--- src/rtl/min_sec_counter.sv ---
// BCD mm:ss stopwatch core. It counts rising edges of a divided square wave and
// drives four 7-segment digits. Start toggles run/pause; clear returns to 00:00 idle.
module min_sec_counter #(
  parameter int MIN_LIMIT      = 59,
  parameter bit SEG_ACTIVE_LOW = 1'b1
) (
  input  logic        clk,
  input  logic        rst,
  input  logic        tick_in,
  input  logic        btn_start,
  input  logic        btn_clear,
  output logic [3:0]  sec_lo,
  output logic [2:0]  sec_hi,
  output logic [3:0]  min_lo,
  output logic [2:0]  min_hi,
  output logic        running,
  output logic        wrap,
  output logic [27:0] seg_out
);

  localparam logic [1:0] ST_IDLE  = 2'b00;
  localparam logic [1:0] ST_RUN   = 2'b01;
  localparam logic [1:0] ST_PAUSE = 2'b10;

  localparam logic [2:0] LIM_HI = 3'(MIN_LIMIT / 10);
  localparam logic [3:0] LIM_LO = 4'(MIN_LIMIT % 10);

  logic       tick_d1_r, tick_d2_r;
  logic       start_d1_r, start_d2_r;
  logic       clear_d1_r, clear_d2_r;
  logic       tick_pulse_s, start_pulse_s, clear_pulse_s;

  logic [1:0] state_r, state_nxt_s;
  logic [3:0] sec_lo_r, sec_lo_nxt_s;
  logic [2:0] sec_hi_r, sec_hi_nxt_s;
  logic [3:0] min_lo_r, min_lo_nxt_s;
  logic [2:0] min_hi_r, min_hi_nxt_s;
  logic       running_r;
  logic       wrap_r, wrap_nxt_s;
  logic       inc_s, at_limit_s;

  // 7-segment decode {g,f,e,d,c,b,a}, active-high; anything above 9 is blank.
  function automatic logic [6:0] seg7(input logic [3:0] d);
    logic [6:0] s;
    case (d)
      4'd0:    s = 7'h3F;
      4'd1:    s = 7'h06;
      4'd2:    s = 7'h5B;
      4'd3:    s = 7'h4F;
      4'd4:    s = 7'h66;
      4'd5:    s = 7'h6D;
      4'd6:    s = 7'h7D;
      4'd7:    s = 7'h07;
      4'd8:    s = 7'h7F;
      4'd9:    s = 7'h6F;
      default: s = 7'h00;
    endcase
    return s;
  endfunction

  // Applies the board's segment polarity to a decoded digit.
  function automatic logic [6:0] seg_drive(input logic [3:0] d);
    logic [6:0] s;
    s = seg7(d);
    if (SEG_ACTIVE_LOW) begin
      s = ~s;
    end else begin
      s = s;
    end
    return s;
  endfunction

  // Two-stage edge detectors for the three level inputs.
  always_ff @(posedge clk or negedge rst) begin
    if (!rst) begin
      tick_d1_r  <= 1'b0;
      tick_d2_r  <= 1'b0;
      start_d1_r <= 1'b0;
      start_d2_r <= 1'b0;
      clear_d1_r <= 1'b0;
      clear_d2_r <= 1'b0;
    end else begin
      tick_d1_r  <= tick_in;
      tick_d2_r  <= tick_d1_r;
      start_d1_r <= btn_start;
      start_d2_r <= start_d1_r;
      clear_d1_r <= btn_clear;
      clear_d2_r <= clear_d1_r;
    end
  end

  assign tick_pulse_s  = tick_d1_r & ~tick_d2_r;
  assign start_pulse_s = start_d1_r & ~start_d2_r;
  assign clear_pulse_s = clear_d1_r & ~clear_d2_r;

  // A tick taken in RUN still counts when start arrives in the same cycle.
  assign inc_s = ~clear_pulse_s & tick_pulse_s & (state_r == ST_RUN);

  assign at_limit_s = (min_hi_r == LIM_HI) && (min_lo_r == LIM_LO) &&
                      (sec_hi_r == 3'd5) && (sec_lo_r == 4'd9);

  // Next-state logic: clear beats start, and start toggles between RUN and PAUSE.
  always_comb begin
    state_nxt_s = state_r;
    if (clear_pulse_s) begin
      state_nxt_s = ST_IDLE;
    end else if (start_pulse_s) begin
      case (state_r)
        ST_IDLE:  state_nxt_s = ST_RUN;
        ST_RUN:   state_nxt_s = ST_PAUSE;
        ST_PAUSE: state_nxt_s = ST_RUN;
        default:  state_nxt_s = ST_IDLE;
      endcase
    end else begin
      case (state_r)
        ST_IDLE, ST_RUN, ST_PAUSE: state_nxt_s = state_r;
        default:                   state_nxt_s = ST_IDLE;
      endcase
    end
  end

  // Per-digit BCD ripple. Each digit is compared and stepped by itself.
  always_comb begin
    sec_lo_nxt_s = sec_lo_r;
    sec_hi_nxt_s = sec_hi_r;
    min_lo_nxt_s = min_lo_r;
    min_hi_nxt_s = min_hi_r;
    wrap_nxt_s   = 1'b0;
    if (clear_pulse_s) begin
      sec_lo_nxt_s = 4'd0;
      sec_hi_nxt_s = 3'd0;
      min_lo_nxt_s = 4'd0;
      min_hi_nxt_s = 3'd0;
    end else if (inc_s) begin
      if (at_limit_s) begin
        sec_lo_nxt_s = 4'd0;
        sec_hi_nxt_s = 3'd0;
        min_lo_nxt_s = 4'd0;
        min_hi_nxt_s = 3'd0;
        wrap_nxt_s   = 1'b1;
      end else if (sec_lo_r < 4'd9) begin
        sec_lo_nxt_s = sec_lo_r + 4'd1;
      end else begin
        sec_lo_nxt_s = 4'd0;
        if (sec_hi_r < 3'd5) begin
          sec_hi_nxt_s = sec_hi_r + 3'd1;
        end else begin
          sec_hi_nxt_s = 3'd0;
          if (min_lo_r < 4'd9) begin
            min_lo_nxt_s = min_lo_r + 4'd1;
          end else begin
            min_lo_nxt_s = 4'd0;
            if (min_hi_r < 3'd5) begin
              min_hi_nxt_s = min_hi_r + 3'd1;
            end else begin
              min_hi_nxt_s = 3'd0;
            end
          end
        end
      end
    end else begin
      wrap_nxt_s = 1'b0;
    end
  end

  // Registered state, digits and status flags.
  always_ff @(posedge clk or negedge rst) begin
    if (!rst) begin
      state_r   <= ST_IDLE;
      sec_lo_r  <= 4'd0;
      sec_hi_r  <= 3'd0;
      min_lo_r  <= 4'd0;
      min_hi_r  <= 3'd0;
      running_r <= 1'b0;
      wrap_r    <= 1'b0;
    end else begin
      state_r   <= state_nxt_s;
      sec_lo_r  <= sec_lo_nxt_s;
      sec_hi_r  <= sec_hi_nxt_s;
      min_lo_r  <= min_lo_nxt_s;
      min_hi_r  <= min_hi_nxt_s;
      running_r <= (state_nxt_s == ST_RUN);
      wrap_r    <= wrap_nxt_s;
    end
  end

  assign sec_lo  = sec_lo_r;
  assign sec_hi  = sec_hi_r;
  assign min_lo  = min_lo_r;
  assign min_hi  = min_hi_r;
  assign running = running_r;
  assign wrap    = wrap_r;

  assign seg_out = {seg_drive({1'b0, min_hi_r}), seg_drive(min_lo_r),
                    seg_drive({1'b0, sec_hi_r}), seg_drive(sec_lo_r)};

endmodule

--- config.mk ---
export PLATFORM = sky130hd
export DESIGN_NAME = min_sec_counter
export DESIGN_NICKNAME = d
export VERILOG_FILES = /design/src/rtl/min_sec_counter.sv
export SDC_FILE = /design/constraint.sdc
export NUM_CORES = 1
export LEC_CHECK = 0
export ABC_AREA = 1
export CAP_MARGIN = 25
export CORE_ASPECT_RATIO = 1.2
export CORE_MARGIN = 3
export CORE_UTILIZATION = 50
export CTS_BUF_LIST = sky130_fd_sc_hd__clkbuf_4
export DETAILED_ROUTE_END_ITERATION = 8
export HOLD_SLACK_MARGIN = 0.15
export PLACE_DENSITY = 0.83
export SLEW_MARGIN = 20
export SYNTH_ARGS = -nofsm -noshare
export SYNTH_HDL_FRONTEND = slang
export SYNTH_SLANG_ARGS = --single-unit
--- constraint.sdc ---
create_clock -name clk -period 2.2 [get_ports clk]
set_clock_uncertainty 0.15 [all_clocks]
set_input_delay 0.22 -clock clk [delete_from_list [all_inputs] [get_ports clk]]
set_output_delay 0.22 -clock clk [all_outputs]
set_load 0.02 [all_outputs]
# Word level (Yosys, flattened, before mapping)

Memory sizes are Yosys's and may differ from the RTL's.
Cells that the tools add are included.
Widths: inputs -> output; s select.

Equal/unequal tests: 10
Bitwise logic cells: 13
Multipliers: 0
$lt $le $gt $ge: 4
Add/subtract/negate cells: 4
Reduce and logical (&&, ||, !) cells: 10
Shift-type cells: 0
Div/mod/pow operators: 0
Mux-type cells: 29

Operator list:

| kind                | number |
|---|---|
| $mux 4              | 10 |
| $mux 3              | 12 |
| $not 7->7           | 4 |
| $ne 3x3->1 const B  | 3 |
| $add 4x1->4 const B | 2 |
| $eq 4x4->1 const B  | 2 |
| $lt 4x4->1 const B  | 2 |
| $add 3x1->3 const B | 2 |
| $eq 3x3->1 const B  | 2 |
| $lt 3x3->1 const B  | 2 |
| $mux 2              | 3 |
| $and 1x1->1         | 5 |
| $eq 2x1->1 const B  | 2 |
| $not 1->1           | 4 |
| $pmux 2 s2          | 1 |
| $reduce_and 4->1    | 1 |
| $logic_and 1x1->1   | 3 |
| $mux 1              | 3 |
| $reduce_and 3->1    | 1 |
| $reduce_or 3->1     | 1 |
| $eq 2x2->1 const B  | 1 |
| $logic_not 2->1     | 1 |
| $reduce_and 2->1    | 1 |
| $reduce_bool 2->1   | 1 |
| $reduce_or 2->1     | 1 |

Memories: 4
Bits in latches: 0
Memory bits (read-only): 336
Input port bits: 5
Flip-flop bits (word level): 24
Memory bits (writable): 0
Output and inout bits: 44

Memory list:

| memory          | depth | width | read ports | clocked after Yosys merged registers in | wr ports | RTL line | source |
|---|---|---|---|---|---|---|---|
| (no name shown) | 16    | 7     | 1          | 0                                       | 0        | 45       | `case (d)` |
| (no name shown) | 16    | 7     | 1          | 0                                       | 0        | 45       |  |
| (no name shown) | 8     | 7     | 1          | 0                                       | 0        | 45       |  |
| (no name shown) | 8     | 7     | 1          | 0                                       | 0        | 45       |  |

# Depth between registers and ports, before layout

Gate-level depths: netlist of the first run.

Depth in word-level cells: 8
Gate-level depth with buffers: 10

# Least setup slack after synthesis of the first run

OpenSTA, ideal clock, no wires.

Path type: register to output
From: register min_lo_r[0], in the netlist min_lo[0]
To: output port seg_out[17]
Arrival time: 1,580 ps
Path buffers: 0
Setup slack: 250 ps
Data required time: 1,830 ps
Stages on the path, launching flop included: 6
Cells stage by stage: dfrtp_1 -> inv_1 -> ha_1 -> nand2_1 -> inv_1 -> o21ai_0

Longest elaborated chain between the ends: 2

RTL lines:

| element                | RTL line | source |
|---|---|---|
| start, declared        | 36       | `logic [3:0] min_lo_r, min_lo_nxt_s;` |
| start signal, assigned | 180      | `min_lo_r <= min_lo_nxt_s;` |
| $mem_v2 16x7           | --       |  |
| $not 7->7              | 66       | `s = ~s;` |
| end, declared          | 18       | `output logic [27:0] seg_out` |

No other way between the ends.

# Worst setup path after layout of the first run

From: register sec_hi_r[1], in the netlist sec_hi[1]
To: output port seg_out[11]

Longest elaborated chain between the ends: 2

RTL lines:

| element                | RTL line | source |
|---|---|---|
| start, declared        | 35       | `logic [2:0] sec_hi_r, sec_hi_nxt_s;` |
| start signal, assigned | 179      | `sec_hi_r <= sec_hi_nxt_s;` |
| $mem_v2 8x7            | --       |  |
| $not 7->7              | 66       |  |

No other way between the ends.

==> run_results.csv, run 1 <==
group,metric,value,unit
setup_path,r2r_end,"min_hi[2]",
synthesis,ys_seq_elements,24,
global_routing,grt_pass1_vias,1584,
global_routing,grt_max_degree,25,
route,drtIter0Drc,63,
route,viasPerCell,5.189,
power,power-per-cell-area,1345,mW/mm2
setup_path,arrival,1.75,ns
power,irDropWorstVdd,0.0008910,V
finish,final_cell_mix,"nand2_1, inv_1, ha_1, dfrtp_1, clkdlybuf4s50_1",
finish,synthToLayoutAreaGrowth,36.78,%
power,netSwitchingPower,0.001614,W
flow_run,max_cap_viol_count,0,
route,drc,0,
route,firstDrtPassIters,4,
setup_path,r2r-start,"sec_lo[1]",
hold_path,min_to,"tick_d1_r",
route,wl_per_cell,11.86,um
setup_path,ff2ff_setup_slack,0.41,ns
sta,rsz0062_at_grt,"no",
route,routed_wl,3889,um
sta,drv_slew,0,
sta,finalHoldViolations,0,
floorplanning,rows,23,
clock_network,cts_max_path_buffers,2,
route,num_vias,1702,
setup_path,cp_cell_sequence,"buf_4 -> ha_1 -> a21oi_1 -> clkdlybuf4s50_1",
synthesis,synth_top_area_cell,"dfrtp_1",
finish,diodes,0,
route,drtAntennaViolNets,0,
hold_path,hp-start,"tick_in",
floorplanning,die_x,60.61,um
synthesis,ys_top_cells_by_area,"dfrtp_1, ha_1, nand2_1, o21ai_0, inv_1",
power,comb_power_share,70.1,%
sta,finalCriticalPeriod,2.124,ns
setup_path,reg2reg_depth,10,
synthesis,syn_avg_cell_area,7.847,um2
synthesis,ys_warn_count,0,
sta,setup_violations,0,
clock_network,clkSinkCount,24,
floorplanning,ios,49,
sta,finalSetupTns,0,ns
sta,worst_pin_slew,0.3288,ns
floorplanning,initial_core_util,52.69,%
clock_network,h-tree-depth,1,
clock_network,tritoncts,"done",
sta,max_freq,470.7,MHz
power,seqPwrFrac,20.2,%
synthesis,ys_seq_area_share,33.57,%
power,leakagePower,1.381,nW
place,dp_hpwl,3056,um
global_routing,grt.overflow.total,0,
global_routing,grt_first_pass_wirelength,6561,um
clock_network,cts_root_buffer,"clkbuf_4",
setup_path,critPathRequiredTime,1.83,ns
setup_path,slowest_stage,"clkdlybuf4s50_1",
outcome,status,"finished clean",
place,place_area,0.002394,mm2
setup_path,critPathMaxFanout,7,
place,place.gp.congestion,0.9068,
sta,slew_headroom,77.93,%
sta,fin_crit_sh,96.57,%
setup_path,startpoint_type,"flip-flop",
clock_network,worst_skew_pair.late_latency,0.31,ns
setup_path,path_delay_family,"buffers and inverters",
setup_path,path_class,"reg -> out",
clock_network,cts_buffers,3,
power,intPower,0.001677,W
finish,final_area,0.002447,mm2
floorplanning,die_y,71.53,um
global_routing,grt_usage,19.01,%
synthesis,yosysUniqueCellTypes,26,
synthesis,syn_nets,259,
clock_network,clkTransAtPathRegs,0.14,ns
global_routing,antenna_found_initial,0,
power,p_clk_share,9.7,%
place,io_buffers,48,
setup_path,cpPeakStageDelay,0.61,ns
hold_path,hold_path_depth,1,
finish,drive_gt1_share,15.12,%
hold_path,hold_class,"in -> reg",
floorplanning,dieArea,0.004335,mm2
power,swShare,49.04,%
finish,final_nets,323,
setup_path,worst-path-buf-inv,2,
synthesis,syn_area,0.001789,mm2
setup_path,crit_path_end_kind,"output port",
synthesis,synth_top_area_share,33.57,%
finish,layout_commonest_cell,"nand2_1",
floorplanning,core-area,0.003396,mm2
synthesis,syn_inst,228,
[per-stage QoR]
step | setup WS [ns] | total power (W) | util, % | std cells | hold slack [ns]
6_report | 0.07551 | 0.003291 | 72.07 | 328 | 0.1807
5_1_grt | 0.01038 | 0.003553 | 72.07 | 328 | 0.1617
4_1_cts | 0.004524 | 0.003358 | 72.00 | 328 | 0.1650
3_5_place_dp | 0.09828 | 0.003167 | 70.49 | 322 | 0.2208
3_3_place_gp | 0.1635 | 0.003131 | 70.49 | 322 | 0.2072
2_1_floorplan | 0.2505 | 0.002027 | - | 228 | -0.2256
[cells in the mapped netlist]
cell / instances
nor2_2: 4
nand3_2: 1
nor3b_1: 1
nor3_1: 3
xnor2_1: 1
or2_1: 1
nand2_2: 6
o211ai_2: 2
o21ai_1: 9
xor2_1: 3
buf_2: 4
nor2_1: 15
dfrtp_1: 24
nand2_4: 1
o22ai_1: 1
clkinv_2: 1
inv_2: 3
or2_2: 1
nand2_1: 48
a21oi_1: 7
nand3b_1: 2
nand3_4: 2
o21ai_0: 22
ha_1: 26
inv_1: 28
nand3_1: 12
[worst max-delay path by stage]
stage | from | endpoint | cells after the start
2_1_floorplan | min_lo[0] | seg_out[17] | 5
3_3_place_gp | min_lo[1] | seg_out[17] | 6
3_5_place_dp | min_lo[1] | seg_out[17] | 6
4_1_cts | sec_hi[0] | seg_out[13] | 5
5_1_grt | sec_lo[0] | seg_out[5] | 6
6_report | sec_hi[1] | seg_out[11] | 4
[routing by layer]
layer,up-vias,wire length (um),GRT usage (%)
li1,856,-,-
met3,8,126,2.342
met1,797,1646,22.58
met2,41,2057,34.60
met4,0,59,5.783
met5,-,0,0
[flip-flops by register name (all words and copies together), names as in the netlist]
register	cells
clear_d1_r	1
clear_d2_r	1
min_hi	3
min_lo	4
running	1
sec_hi	3
sec_lo	4
start_d1_r	1
start_d2_r	1
state_r	2
tick_d1_r	1
tick_d2_r	1
wrap	1
[power groups by stage]
stage	registers, W	logic (W)	clock network, W
6_report	0.000664	0.00231	0.000318
5_1_grt	0.000686	0.00252	0.000342
4_1_cts	0.000666	0.00237	0.000327
3_5_place_dp	0.000685	0.00248	0
3_3_place_gp	0.000676	0.00246	0
2_1_floorplan	0.000809	0.00122	0
[what timing repair did]
item	CTS	global route
buffers inserted	1	0
setup endpoints to repair	18	13
hold buffers	1	0
hold endpoints to repair	24	0
gates resized for setup	21	19
[kinds of logic after synthesis]
logic type | synth area share (%)
xor gates and xnor gates | 1.958
adders and majority gates | 18.18
and+or+nand+nor | 26.01
DFF | 33.57
AOI/OAI and AO/OA | 12.38
buffers and inverters | 7.902
[final cells by class]
cell class / count / area, um2
well taps: 37 / 46.29
clock inverters: 1 / 30.03
repair buffers: 63 / 578.1
flip-flops and latches: 24 / 601.8
inverters: 32 / 121.4
fillers: 276 / 948.4
clock buffers: 3 / 22.52
multi-input cells: 168 / 1047
No activity file was read; power rests on OpenSTA's default activity.
==> inputs of run 2 (changes only) <==
--- a/config.mk
+++ b/config.mk
@@ -7,13 +7,12 @@
 export LEC_CHECK = 0
 export ABC_AREA = 1
 export CAP_MARGIN = 25
-export CORE_ASPECT_RATIO = 1.2
 export CORE_MARGIN = 3
 export CORE_UTILIZATION = 50
 export CTS_BUF_LIST = sky130_fd_sc_hd__clkbuf_4
 export DETAILED_ROUTE_END_ITERATION = 8
 export HOLD_SLACK_MARGIN = 0.15
-export PLACE_DENSITY = 0.83
+export PLACE_DENSITY_LB_ADDON = 0.15
 export SLEW_MARGIN = 20
 export SYNTH_ARGS = -nofsm -noshare
 export SYNTH_HDL_FRONTEND = slang
==> run 2 against run 1 <==
Compared with the run above:
- fmax up 0.89%
- wire length up 3.2%
- worst setup slack better by 0.019 ns
- global-route usage up 0.20 points
- largest power group unchanged
==> run_results.csv, run 2 (synthesis results as in run 1) <==
group,metric,value,unit
clock_network,clkTransAtPathRegs,0.15,ns
finish,diodes,0,
sta,setup_violations,0,
clock_network,tritoncts,"done",
clock_network,h-tree-depth,1,
clock_network,cts_root_buffer,"clkbuf_4",
global_routing,grt.overflow.total,0,
clock_network,cts_max_path_buffers,2,
route,viasPerCell,4.941,
finish,layout_commonest_cell,"nand2_1",
sta,max_freq,474.9,MHz
route,routed_wl,4013,um
global_routing,grt_pass1_vias,1494,
setup_path,path_class,"reg -> out",
outcome,status,"finished clean",
place,place.gp.congestion,0.9307,
floorplanning,initial_core_util,52.79,%
floorplanning,die_y,65.82,um
power,power-per-cell-area,1353,mW/mm2
setup_path,startpoint_type,"flip-flop",
route,drtIter0Drc,62,
global_routing,grt_usage,19.21,%
setup_path,critPathMaxFanout,7,
finish,synthToLayoutAreaGrowth,37.76,%
sta,finalCriticalPeriod,2.106,ns
finish,final_nets,323,
floorplanning,dieArea,0.004332,mm2
sta,finalHoldViolations,0,
floorplanning,die_x,65.82,um
sta,finalSetupTns,0,ns
setup_path,critPathRequiredTime,1.83,ns
hold_path,hold_class,"in -> reg",
sta,rsz0062_at_grt,"no",
sta,hold_ws,0.1705,ns
sta,drv_slew,0,
finish,fillers,271,
route,firstDrtPassIters,4,
finish,drive_gt1_share,15.81,%
finish,final_cell_mix,"nand2_1, inv_1, ha_1, clkdlybuf4s50_1, dfrtp_1",
power,p_total,0.003335,W
flow_run,max_cap_viol_count,0,
sta,fin_crit_sh,95.71,%
sta,worst_pin_slew,0.3348,ns
place,io_buffers,48,
clock_network,cts_buffers,3,
power,irDropWorstVdd,0.001180,V
floorplanning,rows,21,
route,num_vias,1665,
clock_network,clkSinkCount,24,
clock_network,worst_skew_pair.late_latency,0.33,ns
setup_path,crit_path_end_kind,"output port",
route,drc,0,
power,leakagePower,1.374,nW
setup_path,arrival,1.74,ns
finish,multi_input_area,0.001047,mm2
global_routing,grt_max_degree,25,
floorplanning,ios,49,
route,drtAntennaViolNets,0,
place,dp_hpwl,2912,um
route,wl_per_cell,11.91,um
global_routing,grt_first_pass_wirelength,6575,um
global_routing,antenna_found_initial,0,
floorplanning,core-area,0.003390,mm2
finish,seq_area,604.3,um2
sta,slew_headroom,77.53,%
-- run 2: changes by cell type in the layout (fill, tap and decap cells not counted), sizes merged --
cell and delta:
dlymetal6s2s +1, dlygate4sd2 -1
-- run 2: metrics by stage --
stage	instances	util [%]	setup slack (ns)	cell area (um2)
floorplan	228	-	0.2505	1789
global placement	331	70.95	0.1384	2405
detailed placement	331	70.95	0.1112	2405
CTS	336	72.24	0.005506	2449
global route	337	72.72	0.01499	2465
finish	337	72.72	0.09427	2465
-- run 2: where the power goes --
group / switching [W] / total, W / leakage, nW / internal, W
Combinational: 0.00137 / 0.00233 / 1.04 / 0.000959
Sequential: 0.000125 / 0.000671 / 0.302 / 0.000545
Clock: 0.000147 / 0.000331 / 0.0279 / 0.000184
-- run 2: metal layers --
layer / wire length [um] / share of wire, % / up-vias / track usage [%]
met1: 1875 / 47 / 753 / 24.87
li1: - / - / 852 / -
met5: 0 / 0 / - / 0
met4: 22 / 0.55 / 0 / 5.699
met2: 1910 / 48 / 57 / 33.04
met3: 204 / 5.1 / 3 / 2.721
-- run 2: worst paths after layout --
kind                            slack [ns]        from  depth (start not counted)          to
worst max-delay path                  0.09   sec_hi[0]                          5  seg_out[7]
worst min-delay path                  0.17   btn_clear                          1  clear_d1_r
worst max register to register        0.34   sec_lo[1]                         10   min_hi[1]
worst min register to register        0.24  clear_d1_r                          0  clear_d2_r
max in group asynchronous             1.01         rst                          3   min_lo[0]
min in group asynchronous             0.61         rst                          3   sec_lo[1]
-- run 2: critical path, cell delays in order, from the launching register on --
cell	delay [ns]
dfrtp_1	0.40
buf_4	0.16
ha_1	0.19
nand2_1	0.08
nand2_1	0.05
clkdlybuf4s50_1	0.52
-- run 2: repair_timing --
| item | CTS | global route |
|---|---|---|
| hold buffers | 1 | 0 |
| buffers inserted | 0 | 1 |
| resized for setup | 19 | 24 |
| setup endpoints to repair | 17 | 16 |
| endpoints found under the hold margin | 24 | 0 |
-- run 2: area by class of cell --
| cell class | instances | area share [%] |
|---|---|---|
| Sequential cell | 24 | 24.52 |
| Inverter | 32 | 4.924 |
| Multi-Input combinational cell | 168 | 42.49 |
| Clock inverter | 1 | 1.218 |
| Clock buffer | 3 | 0.9137 |
| Timing Repair Buffer | 63 | 23.60 |
| Tap cell | 46 | 2.335 |
